--- src/rtl/serial_tx_pkg.sv ---
// serial_tx_pkg: shared constants and state type for the serial word transmitter
package serial_tx_pkg;
    localparam int DEF_WIDTH = 8;
    localparam int DEF_CNT_W = $clog2(DEF_WIDTH);
    typedef enum logic {IDLE, SHIFT} state_t;
    function automatic int cnt_width(input int w);
        return (w > 1) ? $clog2(w) : 1;
    endfunction
endpackage

--- src/rtl/serial_word_tx.sv ---
// serial_word_tx: parallel-in, LSB-first serial-out word transmitter with back-to-back loading
module serial_word_tx
    import serial_tx_pkg::*;
#(
    parameter int WIDTH = DEF_WIDTH
) (
    input  logic             clk,
    input  logic             rst,
    input  logic             in_valid,
    input  logic [WIDTH-1:0] in_data,
    output logic             in_ready,
    input  logic             ser_en,
    output logic             ser_bit,
    output logic             ser_start,
    output logic             ser_last,
    output logic             ser_valid
);
    localparam int CW = cnt_width(WIDTH);
    state_t state, state_nx;
    logic [WIDTH-1:0] sreg;
    logic [CW-1:0] bit_cnt;
    logic last, accept;
    always_comb begin
        last = bit_cnt == CW'(WIDTH - 1);
        in_ready = !rst && (state == IDLE || (last && ser_en));
        accept = in_valid && in_ready;
        state_nx = accept ? SHIFT : (state == SHIFT && last && ser_en) ? IDLE : state;
    end
    always_ff @(posedge clk or posedge rst) begin
        if (rst) state <= IDLE;
        else state <= state_nx;
    end
    // Counter parks at 0 after the last bit so idle state never carries a stale count.
    always_ff @(posedge clk or posedge rst) begin
        if (rst) begin
            sreg <= '0;
            bit_cnt <= '0;
        end else if (accept) begin
            sreg <= in_data;
            bit_cnt <= '0;
        end else if (state == SHIFT && ser_en) begin
            sreg <= sreg >> 1;
            bit_cnt <= last ? '0 : bit_cnt + CW'(1);
        end
    end
    assign ser_valid = state == SHIFT;
    assign ser_bit = ser_valid && sreg[0];
    assign ser_start = ser_valid && bit_cnt == '0;
    assign ser_last = ser_valid && last;
endmodule

--- config.mk ---
export PLATFORM = sky130hd
export DESIGN_NAME = serial_word_tx
export DESIGN_NICKNAME = d
export VERILOG_FILES = /design/src/rtl/serial_tx_pkg.sv /design/src/rtl/serial_word_tx.sv
export SDC_FILE = /design/constraint.sdc
export NUM_CORES = 1
export LEC_CHECK = 0
export ABC_AREA = 1
export BUFFER_PORTS_ARGS = -buffer_cell sky130_fd_sc_hd__buf_4
export CORE_MARGIN = 3
export CORE_UTILIZATION = 40
export CTS_CLUSTER_DIAMETER = 40
export DETAILED_ROUTE_END_ITERATION = 16
export PLACE_DENSITY = 0.66
export SETUP_SLACK_MARGIN = 0.5
export SYNTH_ARGS = -nofsm -noshare
export SYNTH_HDL_FRONTEND = slang
export SYNTH_SLANG_ARGS = --single-unit
--- constraint.sdc ---
create_clock -name clk -period 1.79 [get_ports clk]
set_input_delay 0.2685 -clock clk [delete_from_list [all_inputs] [get_ports clk]]
set_output_delay 0.2685 -clock clk [all_outputs]
set_load 0.005 [all_outputs]
== Word level (Yosys, flattened, before mapping) ==
Index checks and enable logic that the tools add are counted.

* Logic and storage cells: 26
* Register bits: 12
* Bits of input ports: 12

* $add $sub $neg: 1
* Bitwise logic cells: 1
* Multiplexer cells: 7
* Equality and inequality tests: 1
* Reduce and logical (&&, ||, !) cells: 13

{| class="wikitable"
|+ Operators by type and width
! operator !! number
|-
| $mux 8 || 2
|-
| $mux 3 || 3
|-
| $logic_and 1x1->1 || 8
|-
| $reduce_bool 2->1 || 2
|-
| $add 3x1->3 const B || 1
|-
| $eq 3x3->1 const B || 1
|-
| $logic_not 3->1 || 1
|-
| $mux 1 || 2
|-
| $logic_not 1->1 || 1
|-
| $logic_or 1x1->1 || 1
|-
| $not 1->1 || 1
|}

== Depth between registers and ports, before layout ==
Gate-level depths: netlist of the first run.

* Depth in word-level cells: 6
* Gate-level depth with buffers: 8

== Worst setup path before layout of the first run ==
OpenSTA, ideal clock, no wires.

* Path type: flip-flop to flip-flop
* Start: register bit_cnt[0]
* End: register sreg[0]
* Setup slack: 0.391 ns
* Stages on the path, launching flop included: 9
* Data arrival time: 1.334 ns
* Period minus slack after synthesis: 1.399 ns
* Data required time: 1.725 ns
* Cells stage by stage: dfrtp_1 -> ha_1 -> ha_1 -> nand2_2 -> nand2_4 -> nand3_4 -> buf_8 -> nand3_2 -> nand2_1

* Longest elaborated chain between the ends: 6

{| class="wikitable"
|+ Ends and longest elaborated chain
! item !! RTL line !! text
|-
| start: declaration || serial_word_tx.sv:21 || <nowiki>logic [CW-1:0] bit_cnt;</nowiki>
|-
| start signal: assignment || serial_word_tx.sv:43 || <nowiki>bit_cnt <= last ? '0 : bit_cnt + CW'(1);</nowiki>
|-
| $eq 3x3->1 * || serial_word_tx.sv:24 || <nowiki>last = bit_cnt == CW'(WIDTH - 1);</nowiki>
|-
| $logic_and 1x1->1 * || serial_word_tx.sv:25 || <nowiki>in_ready = !rst && (state == IDLE || (last && ser_en));</nowiki>
|-
| $logic_or 1x1->1 * || serial_word_tx.sv:25 ||
|-
| $logic_and 1x1->1 * || serial_word_tx.sv:25 ||
|-
| $logic_and 1x1->1 * || serial_word_tx.sv:26 || <nowiki>accept = in_valid && in_ready;</nowiki>
|-
| $mux 8 or $reduce_bool 2->1 (tied branches) || - ||
|-
| end signal: assignment || serial_word_tx.sv:39 || <nowiki>sreg <= in_data;</nowiki>
|-
| end signal: assignment || serial_word_tx.sv:42 || <nowiki>sreg <= sreg >> 1;</nowiki>
|-
| end: declaration || serial_word_tx.sv:20 || <nowiki>logic [WIDTH-1:0] sreg;</nowiki>
|}

Every way passes the cells marked *; elsewhere a longest branch is shown, timed or not.
A chain may end at the register's enable or synchronous reset.

== Worst setup path after layout of the first run ==
* Start: register bit_cnt[1]
* End: output port in_ready

* Longest elaborated chain between the ends: 4

{| class="wikitable"
|+ Ends and longest elaborated chain
! item !! RTL line !! text
|-
| $eq 3x3->1 || serial_word_tx.sv:24 ||
|-
| $logic_and 1x1->1 || serial_word_tx.sv:25 ||
|-
| $logic_or 1x1->1 || serial_word_tx.sv:25 ||
|-
| $logic_and 1x1->1 || serial_word_tx.sv:25 ||
|-
| end: declaration || serial_word_tx.sv:11 || <nowiki>output logic in_ready,</nowiki>
|}

Every way passes these cells.

==> flow_summary.json, run 1 <==
{
  "routedWlPerCell_um": 12.1,
  "status": "complete, no violations",
  "pwr-share-seq_pct": 33.5,
  "cts-root-buf": "clkbuf_4",
  "drt-initial-drc-count": 13,
  "path_max_fanout": 3,
  "setup_viol": 0,
  "dp.cells": 139,
  "routed_wirelength_mm": 1.88,
  "cts.path.max_buffers": 2,
  "synth_edf_count": 0,
  "vdd_drop_max_mv": 0.799,
  "fin_crit_sh_pct": 86.5,
  "worstRegToRegCells": 10,
  "power_density_mw_per_mm2": 1240,
  "comb_power_share_pct": 54.7,
  "track_usage_pct": 16.4,
  "synth_cells": 100,
  "relSlewSlack_pct": 83.0,
  "rsz0062_at_grt": "yes",
  "min_period_ns": 1.55,
  "pwr-share-clk_pct": 11.8,
  "routed_via_density": 4.94,
  "cp-end-kind": "output port",
  "critPathKind": "flip-flop to output port",
  "synth_area_um2": 786,
  "min_path_type": "input port to asynchronous set/reset pin",
  "synth_cell_types": 19,
  "hold_violations": 0,
  "cellInternalPower_uw": 843,
  "rows": 15,
  "crit_path_start": "bit_cnt[1]",
  "ys.flop_type": "dfrtp_1",
  "worst-endpoint-arrival_ns": 1.28,
  "cts-buffers-inserted": 3,
  "ys_ff_latch": 12,
  "async_reset_ff_share_pct": 100,
  "gp_congestion": 0.779,
  "grt_pass1_wl_mm": 3.13,
  "ant_nets": 0,
  "p_sw_share_pct": 41.2,
  "die_x_um": 50.3,
  "tns_ns": 0,
  "cts_tree": "yes",
  "area_growth_syn_to_layout_pct": 47.0,
  "finalNetCount": 147,
  "total_power_mw": 1.44,
  "vias": 765,
  "dp_hpwl_mm": 1.16,
  "critical_path_required_ns": 1.52,
  "yosysSeqAreaShare_pct": 38.2,
  "cts.clk_slew.worst_paths_ns": 0.07,
  "grt_max_degree": 13,
  "io_pins": 17,
  "core_mm2": 0.00178,
  "antenna_cells": 0,
  "netlist_top_cells_area": "dfrtp_1, nand2_1, nand3_2",
  "final_cells": 155,
  "cts_sinks": 12,
  "drc_errors": 0,
  "finalClockSkew_ns": 0.00413,
  "ff2ff_setup_slack_ns": 0.26,
  "final_core_util_pct": 64.8,
  "die_area_mm2": 0.00253,
  "h-tree-depth": 1,
  "syn_avg_cell_area_um2": 7.86,
  "drive_gt1_share_pct": 50.0,
  "yosysMostFrequentCell": "nand2_1",
  "antenna_found_initial": 0,
  "nFillCells": 161,
  "yosysTopAreaCell": "dfrtp_1",
  "worst_slew_pin_slew_ns": 0.255,
  "leakage_nw": 0.611,
  "rr_endpoint": "sreg[0]",
  "port_buffers": 16,
  "slew_viol_final": 0,
  "initial_core_util_pct": 44.1,
  "grt_overflow": 0,
  "cap_violations": 0,
  "r2r_start": "bit_cnt[1]",
  "synth_nets": 115,
  "drt_pass1_iterations": 4,
  "whs_ns": 0.216,
  "grt_pass1_vias": 698,
  "synth_common_cells": "nand2_1, inv_1, dfrtp_1, nand4_1, nand3_2",
  "die_h_um": 50.3,
  "startpoint_type": "flip-flop",
  "clk_latency_ns": 0.28,
  "max_clock_freq_mhz": 646,
  "yosysWarnings": 0,
  "p_sw_uw": 592,
  "yosys.area.top_type_share_pct": 38.2
}
-- layout make-up --
type / instances / area, um^2 / area share, %
clock buffer: 3 / 22.5 / 1.95
inverter: 16 / 60.1 / 5.20
multi-input combinational: 72 / 512 / 44.3
sequential: 12 / 302 / 26.1
tap: 25 / 31.3 / 2.71
timing repair buffer: 27 / 228 / 19.7
-- worst max path at each step --
stage                          end  slack, ns
after global routing      in_ready       0.17
after global placement    in_ready       0.36
after CTS                 in_ready       0.20
after detailed placement   sreg[6]       0.33
final                     in_ready       0.24
after floorplan            sreg[0]       0.44
-- cells by family after synthesis --
| family | count (synthesis) | share of synthesized area, % |
|---|---|---|
| flip-flops | 12 | 38.2 |
| adder cells (fa/ha/maj) | 3 | 4.78 |
| AO/OA/AOI/OAI | 3 | 2.39 |
| AND/OR/NAND/NOR | 62 | 41.2 |
| buffers and inverters | 20 | 13.4 |
-- stage by stage --
stage          cell area [um^2]  worst slack (ns)
4_1_cts                    1110             0.198
3_5_place_dp                927             0.335
3_3_place_gp                927             0.363
5_1_grt                    1150             0.171
6_report                   1150             0.241
2_1_floorplan               806             0.441
-- cells in the final DEF (no fill, tap or decap), types with 3 or more instances in the layout --
cell,synthesis,routed
nand4_1,7,7
clkbuf_4,0,3
dfrtp_1,12,11
nand3_2,6,7
inv_2,3,6
nand3_4,1,4
nand2_1,39,31
buf_6,2,6
nand2_2,2,9
inv_1,13,10
buf_4,1,20
-- worst max-delay path: stages (launching register included) --
cell and delay [ns]:
dfrtp_1 0.36, ha_2 0.20, ha_4 0.15, nand2_4 0.05, a21oi_4 0.13, buf_6 0.11
-- power groups by stage --
stage               Combinational [mW]  Sequential [mW]  Clock, mW
detailed placement               0.543            0.488          0
global placement                 0.531            0.485          0
CTS                              0.722            0.476      0.177
floorplan                        0.412            0.467          0
finish                           0.785            0.481      0.169
global route                     0.875            0.496      0.192
-- sequential cells by signal (all words and copies together), names as in the netlist --
name and flops:
sreg 8, ser_valid 1, bit_cnt 3
-- layer usage --
metal	up-vias	GRT usage, %	part of all wire, %
met4	0	5.38	2.3
met1	357	20.2	43
met2	18	26.5	50
met3	8	5.64	4.6
met5	-	0	0
li1	382	-	-
-- what timing repair did --
item,in CTS,in global routing
endpoints found under the setup margin,16,17
buffers inserted,7,1
endpoints found under the hold margin,5,0
hold buffers,1,0
resized for setup,13,13
pin swaps,7,4
cloned,4,0
Note: power is estimated with default switching activity, not from simulation.
==> run 2, diff against run 1 <==
Settings changed: PLACE_DENSITY 0.66 to 0.62.
==> flow_summary.json, run 2 (same netlist as run 1, synthesis figures left out) <==
{
  "port_buffers": 16,
  "vdd_drop_max_mv": 0.819,
  "io_pins": 17,
  "cpMostUsedCell": "ha_4",
  "initial_core_util_pct": 44.1,
  "clk_latency_ns": 0.27,
  "grt_pass1_wl_mm": 3.57,
  "cts.path.max_buffers": 2,
  "rows": 15,
  "antenna_found_initial": 0,
  "die_h_um": 50.3,
  "drc_errors": 0,
  "routed_via_density": 5.03,
  "design_area_mm2": 0.00119,
  "grt_pass1_vias": 783,
  "rr_endpoint": "sreg[5]",
  "routed_wirelength_mm": 2.19,
  "dp_hpwl_mm": 1.18,
  "die_x_um": 50.3,
  "max_clock_freq_mhz": 633,
  "relSlewSlack_pct": 84.5,
  "min_path_type": "input port to asynchronous set/reset pin",
  "drt-initial-drc-count": 18,
  "critical_path_required_ns": 1.52,
  "finalNetCount": 150,
  "startpoint_type": "flip-flop",
  "antenna_cells": 0,
  "vias": 794,
  "core_mm2": 0.00178,
  "drive_gt1_share_pct": 48.1,
  "grt_max_degree": 20,
  "cp_cell_sequence": "ha_4 > ha_4 > nand2_4 > a21oi_4 > buf_6",
  "track_usage_pct": 18.4,
  "h-tree-depth": 1,
  "tns_ns": 0,
  "ant_nets": 0,
  "rsz0062_at_grt": "yes",
  "worst-endpoint-arrival_ns": 1.31,
  "cts.clk_slew.worst_paths_ns": 0.08,
  "critPathKind": "flip-flop to output port",
  "r2r_start": "bit_cnt[1]",
  "cts_tree": "yes",
  "min_period_ns": 1.58,
  "worstRegToRegCells": 9,
  "worst_slew_pin_slew_ns": 0.233,
  "slowest_stage": "dfrtp_1",
  "placed_area_um2": 927,
  "whs_ns": 0.196,
  "largest_register": "sreg",
  "leakage_nw": 0.633,
  "cts_sinks": 12,
  "cts-buffers-inserted": 3,
  "cap_violations": 0,
  "slowest_delay_ns": 0.42,
  "largest_reg_flops": 8,
  "area_growth_syn_to_layout_pct": 51.4,
  "path_max_fanout": 3,
  "status": "complete, no violations",
  "drt_pass1_iterations": 4,
  "gp_congestion": 0.787,
  "critPathBufInv": 1,
  "hold_buffers": 0,
  "layout.cells.most_common_list": "nand2_1, buf_4, inv_1, dfrtp_1, nand4_1",
  "cp-end-kind": "output port",
  "crit_family": "flip-flops",
  "fin_crit_sh_pct": 88.3,
  "ff2ff_setup_slack_ns": 0.29,
  "routedWlPerCell_um": 13.9,
  "finalClockSkew_ns": 0.00514,
  "slew_viol_final": 0,
  "power_density_mw_per_mm2": 1330,
  "cts-root-buf": "clkbuf_4",
  "grt_overflow": 0,
  "die_area_mm2": 0.00253,
  "layout_commonest_cell": "nand2_1",
  "hold_violations": 0,
  "setup_viol": 0
}
[run 2: tightest hold or removal path, stage by stage]
cell	delay, ns
buf_4	0.13
inv_2	0.16
buf_4	0.29
[run 2: what timing repair did]
action / in CTS / in global routing
setup endpoints to repair: 15 / 17
resized for setup: 10 / 12
pin swaps: 9 / 5
cloned: 4 / 0
hold endpoints to repair: 0 / 0
buffers inserted: 6 / 6
[run 2: area by class of cell]
class | count | area (um^2)
fill | 150 | 593
multi-input combinational | 72 | 519
sequential | 12 | 302
timing repair buffer | 30 | 253
inverter | 16 | 62.6
tap | 25 | 31.3
clock buffer | 3 | 22.5
[run 2: how the worst max path moves through the flow]
stage	from	end	slack (ns)	depth (start not counted)
2_1_floorplan	bit_cnt[0]	sreg[0]	0.44	8
3_3_place_gp	bit_cnt[0]	in_ready	0.37	5
3_5_place_dp	bit_cnt[1]	sreg[6]	0.34	8
4_1_cts	bit_cnt[1]	in_ready	0.20	5
5_1_grt	bit_cnt[1]	in_ready	0.14	5
6_report	bit_cnt[1]	in_ready	0.21	5
[run 2: power by group]
part	total (mW)	internal [mW]	switching [mW]
sequential	0.506	0.386	0.121
clock	0.168	0.0779	0.0899
combinational	0.909	0.466	0.444
[run 2: through the flow]
step / power (mW) / setup WS, ns / cells / utilization (%)
floorplan: 0.880 / 0.441 / 100 / -
global placement: 1.02 / 0.369 / 139 / 52.0
detailed placement: 1.04 / 0.341 / 139 / 52.0
CTS: 1.39 / 0.197 / 152 / 61.7
global route: 1.72 / 0.136 / 158 / 66.7
finish: 1.58 / 0.210 / 158 / 66.7
[run 2: routing by layer]
layer / vias up / part of all wire, % / GRT usage, %
li1: 388 / - / -
met4: 0 / 1.4 / 2.69
met3: 4 / 6.3 / 4.75
met2: 23 / 49 / 32.8
met5: - / 0 / 0
met1: 379 / 43 / 22.7
==> run 3, diff against run 2 <==
Settings changed: CORE_ASPECT_RATIO from default to 1.2, SLEW_MARGIN from default to 20.
==> flow_summary.json, run 3 (same netlist as run 1, synthesis figures left out) <==
{
  "tns_ns": 0,
  "rsz0062_at_grt": "yes",
  "worst_slew_pin_slew_ns": 0.337,
  "track_usage_pct": 17.7,
  "routed_wirelength_mm": 1.80,
  "h-tree-depth": 1,
  "cts-buffers-inserted": 3,
  "drive_gt1_share_pct": 46.1,
  "ant_nets": 0,
  "cap_violations": 0,
  "worstRegToRegCells": 10,
  "finalNetCount": 145,
  "whs_ns": 0.187,
  "pre_cts_slack_ns": 0.314,
  "final_cells": 146,
  "routedWlPerCell_um": 12.3,
  "finalClockSkew_ns": 0.000203,
  "port_buffers": 16,
  "cts_sinks": 12,
  "dp.cells": 132,
  "initial_core_util_pct": 45.1,
  "min_path_type": "input port to asynchronous set/reset pin",
  "leakage_nw": 0.613,
  "cp-end-kind": "output port",
  "routed_via_density": 5.13,
  "die_x_um": 46.5,
  "grt_overflow": 0,
  "critical_path_required_ns": 1.52,
  "clk_latency_ns": 0.28,
  "cts.path.max_buffers": 2,
  "nFillCells": 148,
  "die_area_mm2": 0.00253,
  "min_period_ns": 1.58,
  "final_core_util_pct": 65.8,
  "antenna_cells": 0,
  "placed_area_um2": 918,
  "gp_congestion": 0.742,
  "cts.clk_slew.worst_paths_ns": 0.08,
  "relSlewSlack_pct": 77.5,
  "largest_register": "sreg",
  "core_mm2": 0.00174,
  "layout.cells.most_common_list": "nand2_1, buf_4, inv_1, dfrtp_1",
  "area_growth_syn_to_layout_pct": 45.9,
  "setup_viol": 0,
  "design_area_mm2": 0.00115,
  "drt-initial-drc-count": 7,
  "startpoint_type": "flip-flop",
  "hold_violations": 0,
  "grt_pass1_vias": 742,
  "status": "complete, no violations",
  "cts-root-buf": "clkbuf_4",
  "total_power_mw": 1.48,
  "layout_commonest_cell": "nand2_1",
  "cts_tree": "yes",
  "largest_reg_flops": 8,
  "drt_pass1_iterations": 4,
  "vdd_drop_max_mv": 0.650,
  "slew_viol_final": 0,
  "antenna_found_initial": 0,
  "io_pins": 17,
  "grt_max_degree": 13,
  "worst-endpoint-arrival_ns": 1.31,
  "vias": 749,
  "layout_setup_ws_ns": 0.211,
  "critPathKind": "flip-flop to output port",
  "rows": 16,
  "max_clock_freq_mhz": 633,
  "grt_pass1_wl_mm": 3.18,
  "drc_errors": 0,
  "power_density_mw_per_mm2": 1290,
  "fin_crit_sh_pct": 88.2,
  "die_h_um": 54.6,
  "dp_hpwl_mm": 1.14,
  "path_max_fanout": 3
}
==> run 3: path summary, 6_finish.rpt <==
kind	startpoint	slack (ns)	end
setup / recovery	bit_cnt[1]	0.21	in_ready
hold / removal	rst	0.19	sreg[3]
setup reg to reg	bit_cnt[1]	0.31	sreg[1]
hold reg to reg	sreg[2]	0.51	sreg[2]
max in group asynchronous	rst	0.83	ser_valid
min in group clk	in_data[7]	0.22	sreg[7]
==> run 3: power by group <==
part	total, mW	switching [mW]	internal [mW]
clock	0.174	0.0954	0.0781
sequential	0.485	0.0998	0.386
combinational	0.816	0.396	0.420
==> run 3: critical path, stage by stage (launching register included) <==
cell     delay [ns]
dfrtp_1        0.39
ha_2           0.20
ha_4           0.17
nand2_4        0.08
a21oi_4        0.06
buf_4          0.13
==> run 3: area by class of cell <==
cell class              instances  area (um^2)  area share, %
inverters                      16         60.1           5.24
repair buffers                 26          246           21.5
well taps                      18         22.5           1.97
clock buffers                   3         22.5           1.97
multi-input cells              71          493           43.0
flip-flops and latches         12          302           26.3
==> run 3: per-layer routing <==
| layer | vias to the layer above | GRT usage (%) | part of all wire, % |
|---|---|---|---|
| met5 | - | 0 | 0 |
| met4 | 0 | 8.53 | 2.4 |
| met3 | 5 | 2.30 | 4.7 |
| met2 | 15 | 28.7 | 51 |
| met1 | 349 | 22.8 | 42 |
| li1 | 380 | - | - |
==> run 3: what timing repair did <==
action                     4_1_cts  5_1_grt
gates cloned                     3        0
pin swaps                        7        4
setup endpoints to repair       16       16
gates resized for setup         11        8
setup buffers                    6        1
hold endpoints to repair         7        0
hold buffers                     1        0
